===== config.mk =====
export PLATFORM = sky130hd
export DESIGN_NAME = regfile_wb_sched_flat
export DESIGN_NICKNAME = d
export VERILOG_FILES = /design/src/rtl/regfile_wb_sched_if.sv /design/src/rtl/regfile_wb_sched.sv /design/src/flat_wrapper.sv
export SDC_FILE = /design/constraint.sdc
export NUM_CORES = 1
export LEC_CHECK = 0
export CAP_MARGIN = 20
export CORE_MARGIN = 5
export CORE_UTILIZATION = 46
export DETAILED_ROUTE_END_ITERATION = 6
export PLACE_DENSITY_LB_ADDON = 0.08
export SYNTH_ARGS = -nofsm -noshare
export SYNTH_HDL_FRONTEND = slang
export SYNTH_SLANG_ARGS = --single-unit

===== constraint.sdc =====
create_clock -name clk -period 3.4 [get_ports clk]
set_input_delay 0.85 -clock clk [delete_from_list [all_inputs] [get_ports clk]]
set_output_delay 0.85 -clock clk [all_outputs]
set_load 0.05 [all_outputs]

===== src/rtl/regfile_wb_sched_if.sv =====
// Bundle of slot results, long-latency handshake and register-file write ports
// seen by the writeback scheduler.
interface regfile_wb_sched_if #(
  parameter int LQ_DEPTH = 4
);
  localparam int CW = $clog2(LQ_DEPTH) + 1;

  logic          r_valid;
  logic [2:0]    r_dest;
  logic [31:0]   r_data;
  logic          s_valid;
  logic [2:0]    s_dest;
  logic [31:0]   s_data;
  logic          l_valid;
  logic [2:0]    l_dest;
  logic [31:0]   l_data;
  logic          l_ready;
  logic          RregWrite;
  logic [2:0]    Rd;
  logic [31:0]   RwriteData;
  logic          SregWrite;
  logic [2:0]    Sd;
  logic [31:0]   SwriteData;
  logic [7:0]    busy_mask;
  logic [CW-1:0] lq_count;
  logic          rs_conflict;
  logic          lq_kill;

  modport master (
    output r_valid, r_dest, r_data, s_valid, s_dest, s_data,
           l_valid, l_dest, l_data,
    input  l_ready, RregWrite, Rd, RwriteData, SregWrite, Sd, SwriteData,
           busy_mask, lq_count, rs_conflict, lq_kill
  );

  modport slave (
    input  r_valid, r_dest, r_data, s_valid, s_dest, s_data,
           l_valid, l_dest, l_data,
    output l_ready, RregWrite, Rd, RwriteData, SregWrite, Sd, SwriteData,
           busy_mask, lq_count, rs_conflict, lq_kill
  );
endinterface


===== src/rtl/regfile_wb_sched.sv =====
// Dual-port register-file writeback scheduler: R/S pass-through plus a queue of
// long-latency results drained into idle ports, with WAW kills and a busy mask.
module regfile_wb_sched #(
  parameter int LQ_DEPTH = 4
) (
  input logic               clk,
  input logic               reset,
  regfile_wb_sched_if.slave wb
);
  localparam int PW = $clog2(LQ_DEPTH);
  localparam int CW = PW + 1;

  logic [2:0]          qDest [LQ_DEPTH];
  logic [31:0]         qData [LQ_DEPTH];
  logic [LQ_DEPTH-1:0] qValid;
  logic [LQ_DEPTH-1:0] qValidNext;
  logic [LQ_DEPTH-1:0] entryHit;
  logic [PW-1:0]       rdPtr;
  logic [PW-1:0]       wrPtr;
  logic [CW-1:0]       count;
  logic [7:0]          busyMask;
  logic [7:0]          busyNext;

  logic rLive, sLive, rsConflict, sPortUsed;
  logic full, accept, inKill, enqueue;
  logic headPresent, headDead, drainS, drainR, pop;

  assign rLive      = wb.r_valid && (wb.r_dest != 3'd0);
  assign sLive      = wb.s_valid && (wb.s_dest != 3'd0);
  assign rsConflict = rLive && sLive && (wb.r_dest == wb.s_dest);
  assign sPortUsed  = sLive && !rsConflict;

  assign full    = (count == CW'(LQ_DEPTH));
  assign accept  = wb.l_valid && !full && !reset;
  assign inKill  = (rLive && (wb.l_dest == wb.r_dest)) ||
                   (sLive && (wb.l_dest == wb.s_dest));
  assign enqueue = accept && (wb.l_dest != 3'd0) && !inKill;

  // Queued results are older than this cycle's R/S results, so matches die.
  always_comb begin
    entryHit = '0;
    for (int i = 0; i < LQ_DEPTH; i++) begin
      entryHit[i] = qValid[i] &&
                    ((rLive && (qDest[i] == wb.r_dest)) ||
                     (sLive && (qDest[i] == wb.s_dest)));
    end
  end

  assign headPresent = (count != '0) && !reset;
  assign headDead    = !qValid[rdPtr] || entryHit[rdPtr];
  assign drainS      = headPresent && !headDead && !sPortUsed;
  assign drainR      = headPresent && !headDead && sPortUsed && !rLive;
  assign pop         = (headPresent && headDead) || drainS || drainR;

  always_comb begin
    qValidNext = qValid & ~entryHit;
    if (pop)
      qValidNext[rdPtr] = 1'b0;
    if (enqueue)
      qValidNext[wrPtr] = 1'b1;
    busyNext = '0;
    for (int i = 0; i < LQ_DEPTH; i++) begin
      if (qValidNext[i]) begin
        if (enqueue && (wrPtr == PW'(i)))
          busyNext[wb.l_dest] = 1'b1;
        else
          busyNext[qDest[i]] = 1'b1;
      end
    end
  end

  always_ff @(posedge clk) begin
    if (reset) begin
      rdPtr    <= '0;
      wrPtr    <= '0;
      count    <= '0;
      qValid   <= '0;
      busyMask <= '0;
    end else begin
      qValid   <= qValidNext;
      busyMask <= busyNext;
      if (pop)
        rdPtr <= rdPtr + 1'b1;
      if (enqueue)
        wrPtr <= wrPtr + 1'b1;
      count <= count + CW'(enqueue) - CW'(pop);
    end
  end

  // Payload storage carries no reset; validity alone decides what is live.
  always_ff @(posedge clk) begin
    if (enqueue) begin
      qDest[wrPtr] <= wb.l_dest;
      qData[wrPtr] <= wb.l_data;
    end
  end

  always_comb begin
    wb.RregWrite  = 1'b0;
    wb.Rd         = '0;
    wb.RwriteData = '0;
    wb.SregWrite  = 1'b0;
    wb.Sd         = '0;
    wb.SwriteData = '0;
    if (!reset) begin
      if (rLive) begin
        wb.RregWrite  = 1'b1;
        wb.Rd         = wb.r_dest;
        wb.RwriteData = wb.r_data;
      end else if (drainR) begin
        wb.RregWrite  = 1'b1;
        wb.Rd         = qDest[rdPtr];
        wb.RwriteData = qData[rdPtr];
      end
      if (sPortUsed) begin
        wb.SregWrite  = 1'b1;
        wb.Sd         = wb.s_dest;
        wb.SwriteData = wb.s_data;
      end else if (drainS) begin
        wb.SregWrite  = 1'b1;
        wb.Sd         = qDest[rdPtr];
        wb.SwriteData = qData[rdPtr];
      end
    end
  end

  assign wb.l_ready     = !full && !reset;
  assign wb.rs_conflict = rsConflict && !reset;
  assign wb.lq_kill     = !reset && ((|entryHit) || (accept && inKill));
  assign wb.busy_mask   = busyMask;
  assign wb.lq_count    = count;
endmodule

===== src/flat_wrapper.sv =====
// flat-port wrapper written by rule: the top's interface ports become plain ports
module regfile_wb_sched_flat 
#(
  parameter int LQ_DEPTH = 4
)
  (clk, reset, wb_r_valid, wb_r_dest, wb_r_data, wb_s_valid, wb_s_dest, wb_s_data, wb_l_valid, wb_l_dest, wb_l_data, wb_l_ready, wb_RregWrite, wb_Rd, wb_RwriteData, wb_SregWrite, wb_Sd, wb_SwriteData, wb_busy_mask, wb_lq_count, wb_rs_conflict, wb_lq_kill);
  regfile_wb_sched_if #(.LQ_DEPTH(LQ_DEPTH)) wb_i ();
  input logic clk;
  input logic reset;
  input wire logic [$bits(wb_i.r_valid)-1:0] wb_r_valid;
  input wire logic [$bits(wb_i.r_dest)-1:0] wb_r_dest;
  input wire logic [$bits(wb_i.r_data)-1:0] wb_r_data;
  input wire logic [$bits(wb_i.s_valid)-1:0] wb_s_valid;
  input wire logic [$bits(wb_i.s_dest)-1:0] wb_s_dest;
  input wire logic [$bits(wb_i.s_data)-1:0] wb_s_data;
  input wire logic [$bits(wb_i.l_valid)-1:0] wb_l_valid;
  input wire logic [$bits(wb_i.l_dest)-1:0] wb_l_dest;
  input wire logic [$bits(wb_i.l_data)-1:0] wb_l_data;
  output wire logic [$bits(wb_i.l_ready)-1:0] wb_l_ready;
  output wire logic [$bits(wb_i.RregWrite)-1:0] wb_RregWrite;
  output wire logic [$bits(wb_i.Rd)-1:0] wb_Rd;
  output wire logic [$bits(wb_i.RwriteData)-1:0] wb_RwriteData;
  output wire logic [$bits(wb_i.SregWrite)-1:0] wb_SregWrite;
  output wire logic [$bits(wb_i.Sd)-1:0] wb_Sd;
  output wire logic [$bits(wb_i.SwriteData)-1:0] wb_SwriteData;
  output wire logic [$bits(wb_i.busy_mask)-1:0] wb_busy_mask;
  output wire logic [$bits(wb_i.lq_count)-1:0] wb_lq_count;
  output wire logic [$bits(wb_i.rs_conflict)-1:0] wb_rs_conflict;
  output wire logic [$bits(wb_i.lq_kill)-1:0] wb_lq_kill;
  assign wb_i.r_valid = wb_r_valid;
  assign wb_i.r_dest = wb_r_dest;
  assign wb_i.r_data = wb_r_data;
  assign wb_i.s_valid = wb_s_valid;
  assign wb_i.s_dest = wb_s_dest;
  assign wb_i.s_data = wb_s_data;
  assign wb_i.l_valid = wb_l_valid;
  assign wb_i.l_dest = wb_l_dest;
  assign wb_i.l_data = wb_l_data;
  assign wb_l_ready = wb_i.l_ready;
  assign wb_RregWrite = wb_i.RregWrite;
  assign wb_Rd = wb_i.Rd;
  assign wb_RwriteData = wb_i.RwriteData;
  assign wb_SregWrite = wb_i.SregWrite;
  assign wb_Sd = wb_i.Sd;
  assign wb_SwriteData = wb_i.SwriteData;
  assign wb_busy_mask = wb_i.busy_mask;
  assign wb_lq_count = wb_i.lq_count;
  assign wb_rs_conflict = wb_i.rs_conflict;
  assign wb_lq_kill = wb_i.lq_kill;
  regfile_wb_sched #(.LQ_DEPTH(LQ_DEPTH)) u_core (.clk(clk), .reset(reset), .wb(wb_i));
endmodule

* After elaboration in Yosys (flattened, before gate mapping) *
Memories as Yosys holds them, arrays and structs flattened. A register that Yosys moved wholly into a read port is not among the register bits.
Index checks and enable logic that the tools add are counted.

word-level totals
  flip-flop bits (word level) = 19
  memory bits (writable) = 140
  bits of input ports = 110
  output and inout bits = 86
  word-level logic and storage cells = 170
  memories = 2

memory list
  memory        depth  bits a word  read ports  clocked after Yosys merged registers in  wr ports  line                    text
  u_core.qData  4      32           1           1                                        1         regfile_wb_sched.sv:14  logic [31:0] qData [LQ_DEPTH];
  u_core.qDest  4      3            5           1                                        1         regfile_wb_sched.sv:13  logic [2:0] qDest [LQ_DEPTH];

operators by class
  add/sub/neg operators = 4
  $lt $le $gt $ge = 14
  equal/unequal tests = 15
  muxes and demuxes = 52
  bitwise logic cells = 11
  reduce and logical (&&, ||, !) cells = 67

operators with widths
  kind                 count
  $mux 32              6
  $mux 8               8
  $or 8x8->8           6
  $logic_and 1x1->1    44
  $eq 3x3->1           11
  $lt 3x4->1 const B   5
  $mux 3               6
  $mux 1               17
  $demux 1 s3          5
  $ge 3x1->1 const B   5
  $reduce_bool 3->1    4
  $logic_or 1x1->1     9
  $and 4x4->4          2
  $logic_not 1->1      8
  $mux 2               4
  $mux 4               2
  $not 4->4            2
  $lt 2x3->1 const B   2
  $add 2x1->2 const B  2
  $bmux 1 s2           2
  $demux 1 s2          2
  $eq 2x2->1 const B   2
  $ge 2x1->1 const B   2
  $or 4x4->4           1
  other kinds (6)      6

* Longest topological paths before layout *
  depth after elaboration = 26
  mapped depth = 13

* Least setup slack after synthesis *
No wires, ideal clock.

  path kind = input to output
  from = input wb_s_dest[1]
  to = output wb_Rd[2]
  arrival = 3.339 ns
  data required time = 2.550 ns
  setup slack = -0.789 ns
  cell stages on the path = 8
  cells stage by stage = buf_2 > o31a_2 > nand4_1 > nand4_1 > a41oi_2 > buf_2 > a21oi_1 > nor3_1

between the ends
  cells in the longest elaborated chain, start to end = 15
  elaborated cells between the ends (all ways) = 33
  classes of those cells = eq/ne: 5; mux: 5; reduce/logical: 23

RTL lines
  what                                line                     text
  start: declaration                  flat_wrapper.sv:14       input wire logic [$bits(wb_i.s_dest)-1:0] wb_s_dest;
  $reduce_bool 3->1                   regfile_wb_sched.sv:29   assign sLive = wb.s_valid && (wb.s_dest != 3'd0);
  $logic_and 1x1->1                   regfile_wb_sched.sv:29
  $logic_and 1x1->1                   regfile_wb_sched.sv:45   (sLive && (qDest[i] == wb.s_dest)));
  $logic_or 1x1->1                    regfile_wb_sched.sv:44   ((rLive && (qDest[i] == wb.r_dest)) ||
  $logic_and 1x1->1                   regfile_wb_sched.sv:43   entryHit[i] = qValid[i] &&
  $bmux 1 s2                          regfile_wb_sched.sv:50   assign headDead = !qValid[rdPtr] || entryHit[rdPtr];
  $mux 1 (not written as such)        regfile_wb_sched.sv:50
  $logic_or 1x1->1                    regfile_wb_sched.sv:50
  $logic_not 1->1                     regfile_wb_sched.sv:52   assign drainR = headPresent && !headDead && sPortUsed && !rLive;
  $logic_and 1x1->1                   regfile_wb_sched.sv:52
  $logic_and 1x1->1 (*) (2 in a row)  regfile_wb_sched.sv:52
  $mux 3 (*)                          regfile_wb_sched.sv:110  end else if (drainR) begin
  $mux 3 (*)                          regfile_wb_sched.sv:106  if (rLive) begin
  $mux 3 (*)                          regfile_wb_sched.sv:105  if (!reset) begin
  end: declaration                    flat_wrapper.sv:21       output wire logic [$bits(wb_i.Rd)-1:0] wb_Rd;

Every way passes the cells marked *; elsewhere a longest branch is shown, timed or not. The select of a mux whose other input is x is not followed.

* Worst setup path after layout *
  from = input wb_r_valid
  to = output wb_SwriteData[21]

between the ends
  cells in the longest elaborated chain, start to end = 13
  elaborated cells between the ends (all ways) = 27
  classes of those cells = mux: 5; reduce/logical: 22

RTL lines
  what                            line                     text
  start: declaration              flat_wrapper.sv:10       input wire logic [$bits(wb_i.r_valid)-1:0] wb_r_valid;
  $logic_and 1x1->1 (*)           regfile_wb_sched.sv:28   assign rLive = wb.r_valid && (wb.r_dest != 3'd0);
  $logic_and 1x1->1               regfile_wb_sched.sv:44
  $logic_or 1x1->1                regfile_wb_sched.sv:44
  $logic_and 1x1->1               regfile_wb_sched.sv:43
  $bmux 1 s2                      regfile_wb_sched.sv:50
  $mux 1 (not written as such)    regfile_wb_sched.sv:50
  $logic_or 1x1->1                regfile_wb_sched.sv:50
  $logic_not 1->1                 regfile_wb_sched.sv:51   assign drainS = headPresent && !headDead && !sPortUsed;
  $logic_and 1x1->1 (2 in a row)  regfile_wb_sched.sv:51
  $mux 32                         regfile_wb_sched.sv:119  end else if (drainS) begin
  $mux 32 (*)                     regfile_wb_sched.sv:115  if (sPortUsed) begin
  $mux 32 (*)                     regfile_wb_sched.sv:105
  end: declaration                flat_wrapper.sv:25       output wire logic [$bits(wb_i.SwriteData)-1:0] wb_SwriteData;

Marked as above.

==> results_dict.tcl <==
set metrics [dict create \
    status "complete, but fails checks" \
    grt_pass1_vias 7384 \
    first_pass_iters 5 \
    period_minus_slack_ps 3640 \
    drtIter0Drc 471 \
    nets 1069 \
    worst_hold_path_type "reg2reg" \
    cp-end-kind "output pin" \
    total_power_w 0.00634 \
    reg2reg_depth 13 \
    regArea_um2 4630 \
    synthCells 679 \
    syn_area_per_cell_um2 12.6 \
    slew_headroom 0.588 \
    postRouteAntennaNets 0 \
    rrSetupSlack_ps 520 \
    wirelength_um 28400 \
    num_vias 7235 \
    die_area_um2 21500 \
    drive_above_1_share 0.420 \
    grt_max_degree 70 \
    synth_flop_cell "edfxtp_1" \
    synth_edf_count 140 \
    holdWs_ps 575 \
    path_buf_inv 4 \
    synth_most_common_cell "edfxtp_1" \
    hold_depth 2 \
    clk_pin_slew_ps 70 \
    max_clock_freq_mhz 275 \
    place_congestion 0.886 \
    peakVddDrop_v 0.000407 \
    portBuffers 195 \
    die_w_um 146 \
    maxCapViolCount 0 \
    maxSlewViolCount 0 \
    critPathMaxStageDelay_ps 390 \
    syn-num-nets 800 \
    synth.area.top_cells "edfxtp_1 49%, mux4_2 9.2%, dfxtp_1 4.9%" \
    fin_area_um2 13900 \
    cp_top_family "buffers and inverters" \
    powerDensity_nw_per_um2 455 \
    clockBufferDepth 2 \
    routedWlPerCell_um 23.7 \
    gr-usage-met1 0.321 \
    path_common_cell "buf_4" \
    violations "negative setup slack" \
    grt_most_used_layer "met2" \
    min_period_over_period 1.07 \
    yosysTopAreaCellShare 0.491 \
    tightest_slew_ps 618 \
    io_pins 196 \
    clock_skew_ps 9.23 \
    synth_seq_cells 161 \
    globalRouteMet2Util 0.425 \
    htree_levels 4 \
    rows 50 \
    core-area_um2 18500 \
    rsz0062_at_grt "true" \
    start_util 0.463 \
    path_cells "clkdlybuf4s15_2 -> o31a_4 -> buf_4 -> a21o_1 -> buf_4 -> nand3_1 -> a21oi_4 -> buf_12" \
    arrival_ps 2790 \
    finalHoldViolations 0 \
    netlist_top_cells_count "140 x edfxtp_1, 67 x nor2_1, 41 x nand2_1" \
    dpl_cell_area_um2 12700 \
    multi_input_area_um2 4590 \
    p_leak_nw 4.80 \
    fillers 1142 \
    cts_sinks 161 \
    root_buffer "clkbuf_16" \
    antenna_found_initial 2 \
    drc 0 \
    start_kind "input pin" \
    pre_cts_ws_ps -624 \
    yosysTopAreaCell "edfxtp_1" \
    synth_area_um2 8570 \
    use_met3 0.0695 \
    crit_type "in2out" \
    cts_tree "built" \
    yosys_warnings 0 \
    setup_ws_ps -239 \
    die_h_um 146 \
    cts_made_buffers 17 \
    synthToLayoutAreaGrowth_pct 62.8 \
    grt_remaining_overflow 0 \
    critPathRequiredTime_ps 2550 \
    synthArstFlopShare 0 \
    finalSetupViolCount 73 \
    ys_seq_area_frac 0.540 \
    clk_latency_ps 440 \
    grt_usage 0.253 \
    grt_first_pass_wirelength_um 42100 \
    crit_cells 8 \
    ys_types 53 \
    cp_slowest_cell "buf_4" \
    vias_per_cell 6.05 \
    dp.final_hpwl_um 19900 \
    cp_max_fo 29 \
]
==> area by class of cell <==
class,count,area share
timing repair buffer,310,0.271
clock inverter,15,0.0132
inverter,14,0.00377
multi-input combinational,444,0.329
antenna,1,0.000179
tap,234,0.0210
clock buffer,17,0.0305
sequential,161,0.332
==> cells in the final DEF, fill, tap and decap left out, types with 14 or more instances in the layout <==
master / netlist / final
clkdlybuf4s50_1: 0 / 111
dfxtp_1: 21 / 19
nor2_4: 0 / 25
xnor2_1: 32 / 27
buf_4: 4 / 93
inv_1: 14 / 14
clkbuf_16: 0 / 20
buf_12: 0 / 86
a32oi_1: 26 / 16
edfxtp_1: 140 / 140
nor2_1: 67 / 39
mux4_2: 35 / 35
nand2_1: 41 / 39
o221ai_1: 20 / 20
o21ai_4: 0 / 18
==> power breakdown <==
part	internal (W)	switching [W]
Clock	0.00106	0.000896
Sequential	0.00225	0.0000659
Combinational	0.000912	0.00116
==> worst paths after layout <==
| path | from | to |
|---|---|---|
| setup / recovery | wb_r_valid | wb_SwriteData[21] |
| hold / removal | u_core.wrPtr[1]$_SDFFE_PP0P_ | u_core.wrPtr[1]$_SDFFE_PP0P_ |
| setup reg to reg | u_core.qDest[0][2]$_DFFE_PP_ | u_core.wb.lq_count[2]$_SDFF_PP0_ |
| hold reg to reg | u_core.wrPtr[1]$_SDFFE_PP0P_ | u_core.wrPtr[1]$_SDFFE_PP0P_ |
==> registers in the layout, indices dropped and copies added (netlist names), named ones only <==
signal / flops
u_core.wb.lq_count: 3
u_core.rdPtr: 2
u_core.qData: 128
u_core.qDest: 12
u_core.qValid: 4
u_core.wb.busy_mask: 8
u_core.wrPtr: 2
==> layer usage <==
layer | vias up | wire (µm)
met5 | - | 13
met4 | 2 | 667
met3 | 50 | 2170
met2 | 328 | 14500
met1 | 3624 | 11000
li1 | 3231 | -
==> metrics by stage <==
| stage | cells | util | TNS, ps |
|---|---|---|---|
| after global routing | 1196 | 0.753 | -19420 |
| after detailed placement | 1144 | 0.685 | -40230 |
| after floorplan | 679 | - | -4610 |
| final | 1196 | 0.753 | -12820 |
| after CTS | 1189 | 0.734 | -11180 |
| after global placement | 1144 | 0.685 | -38590 |
==> worst reg2reg max path: stages (launching register included) <==
cell and delay, ps:
edfxtp_1 580, xnor2_2 190, nand4_1 180, nand4_1 260, nand4_1 140, o21ai_0 180, buf_4 160, ha_1 220
inv_1 60, ha_1 130, inv_1 50, fa_1 390, xnor2_1 160, nor2_1 50
==> logic make-up after synthesis <==
kind of cell               after synthesis  share of synthesized area
buffers and inverters                   74                     0.0405
DFF                                    161                      0.540
and+or+nand+nor                        217                      0.140
adders and majority gates               11                     0.0169
muxes                                   45                      0.105
xor gates and xnor gates                36                     0.0368
AOI/OAI and AO/OA                      135                      0.121
==> timing repair <==
action,in CTS,in global routing
buffers inserted,13,3
endpoints found under the setup margin,74,73
gates resized for setup,64,41
pin swaps,19,18
hold buffers,0,0
gates cloned,0,3
Power figures use the tool's default switching activity.
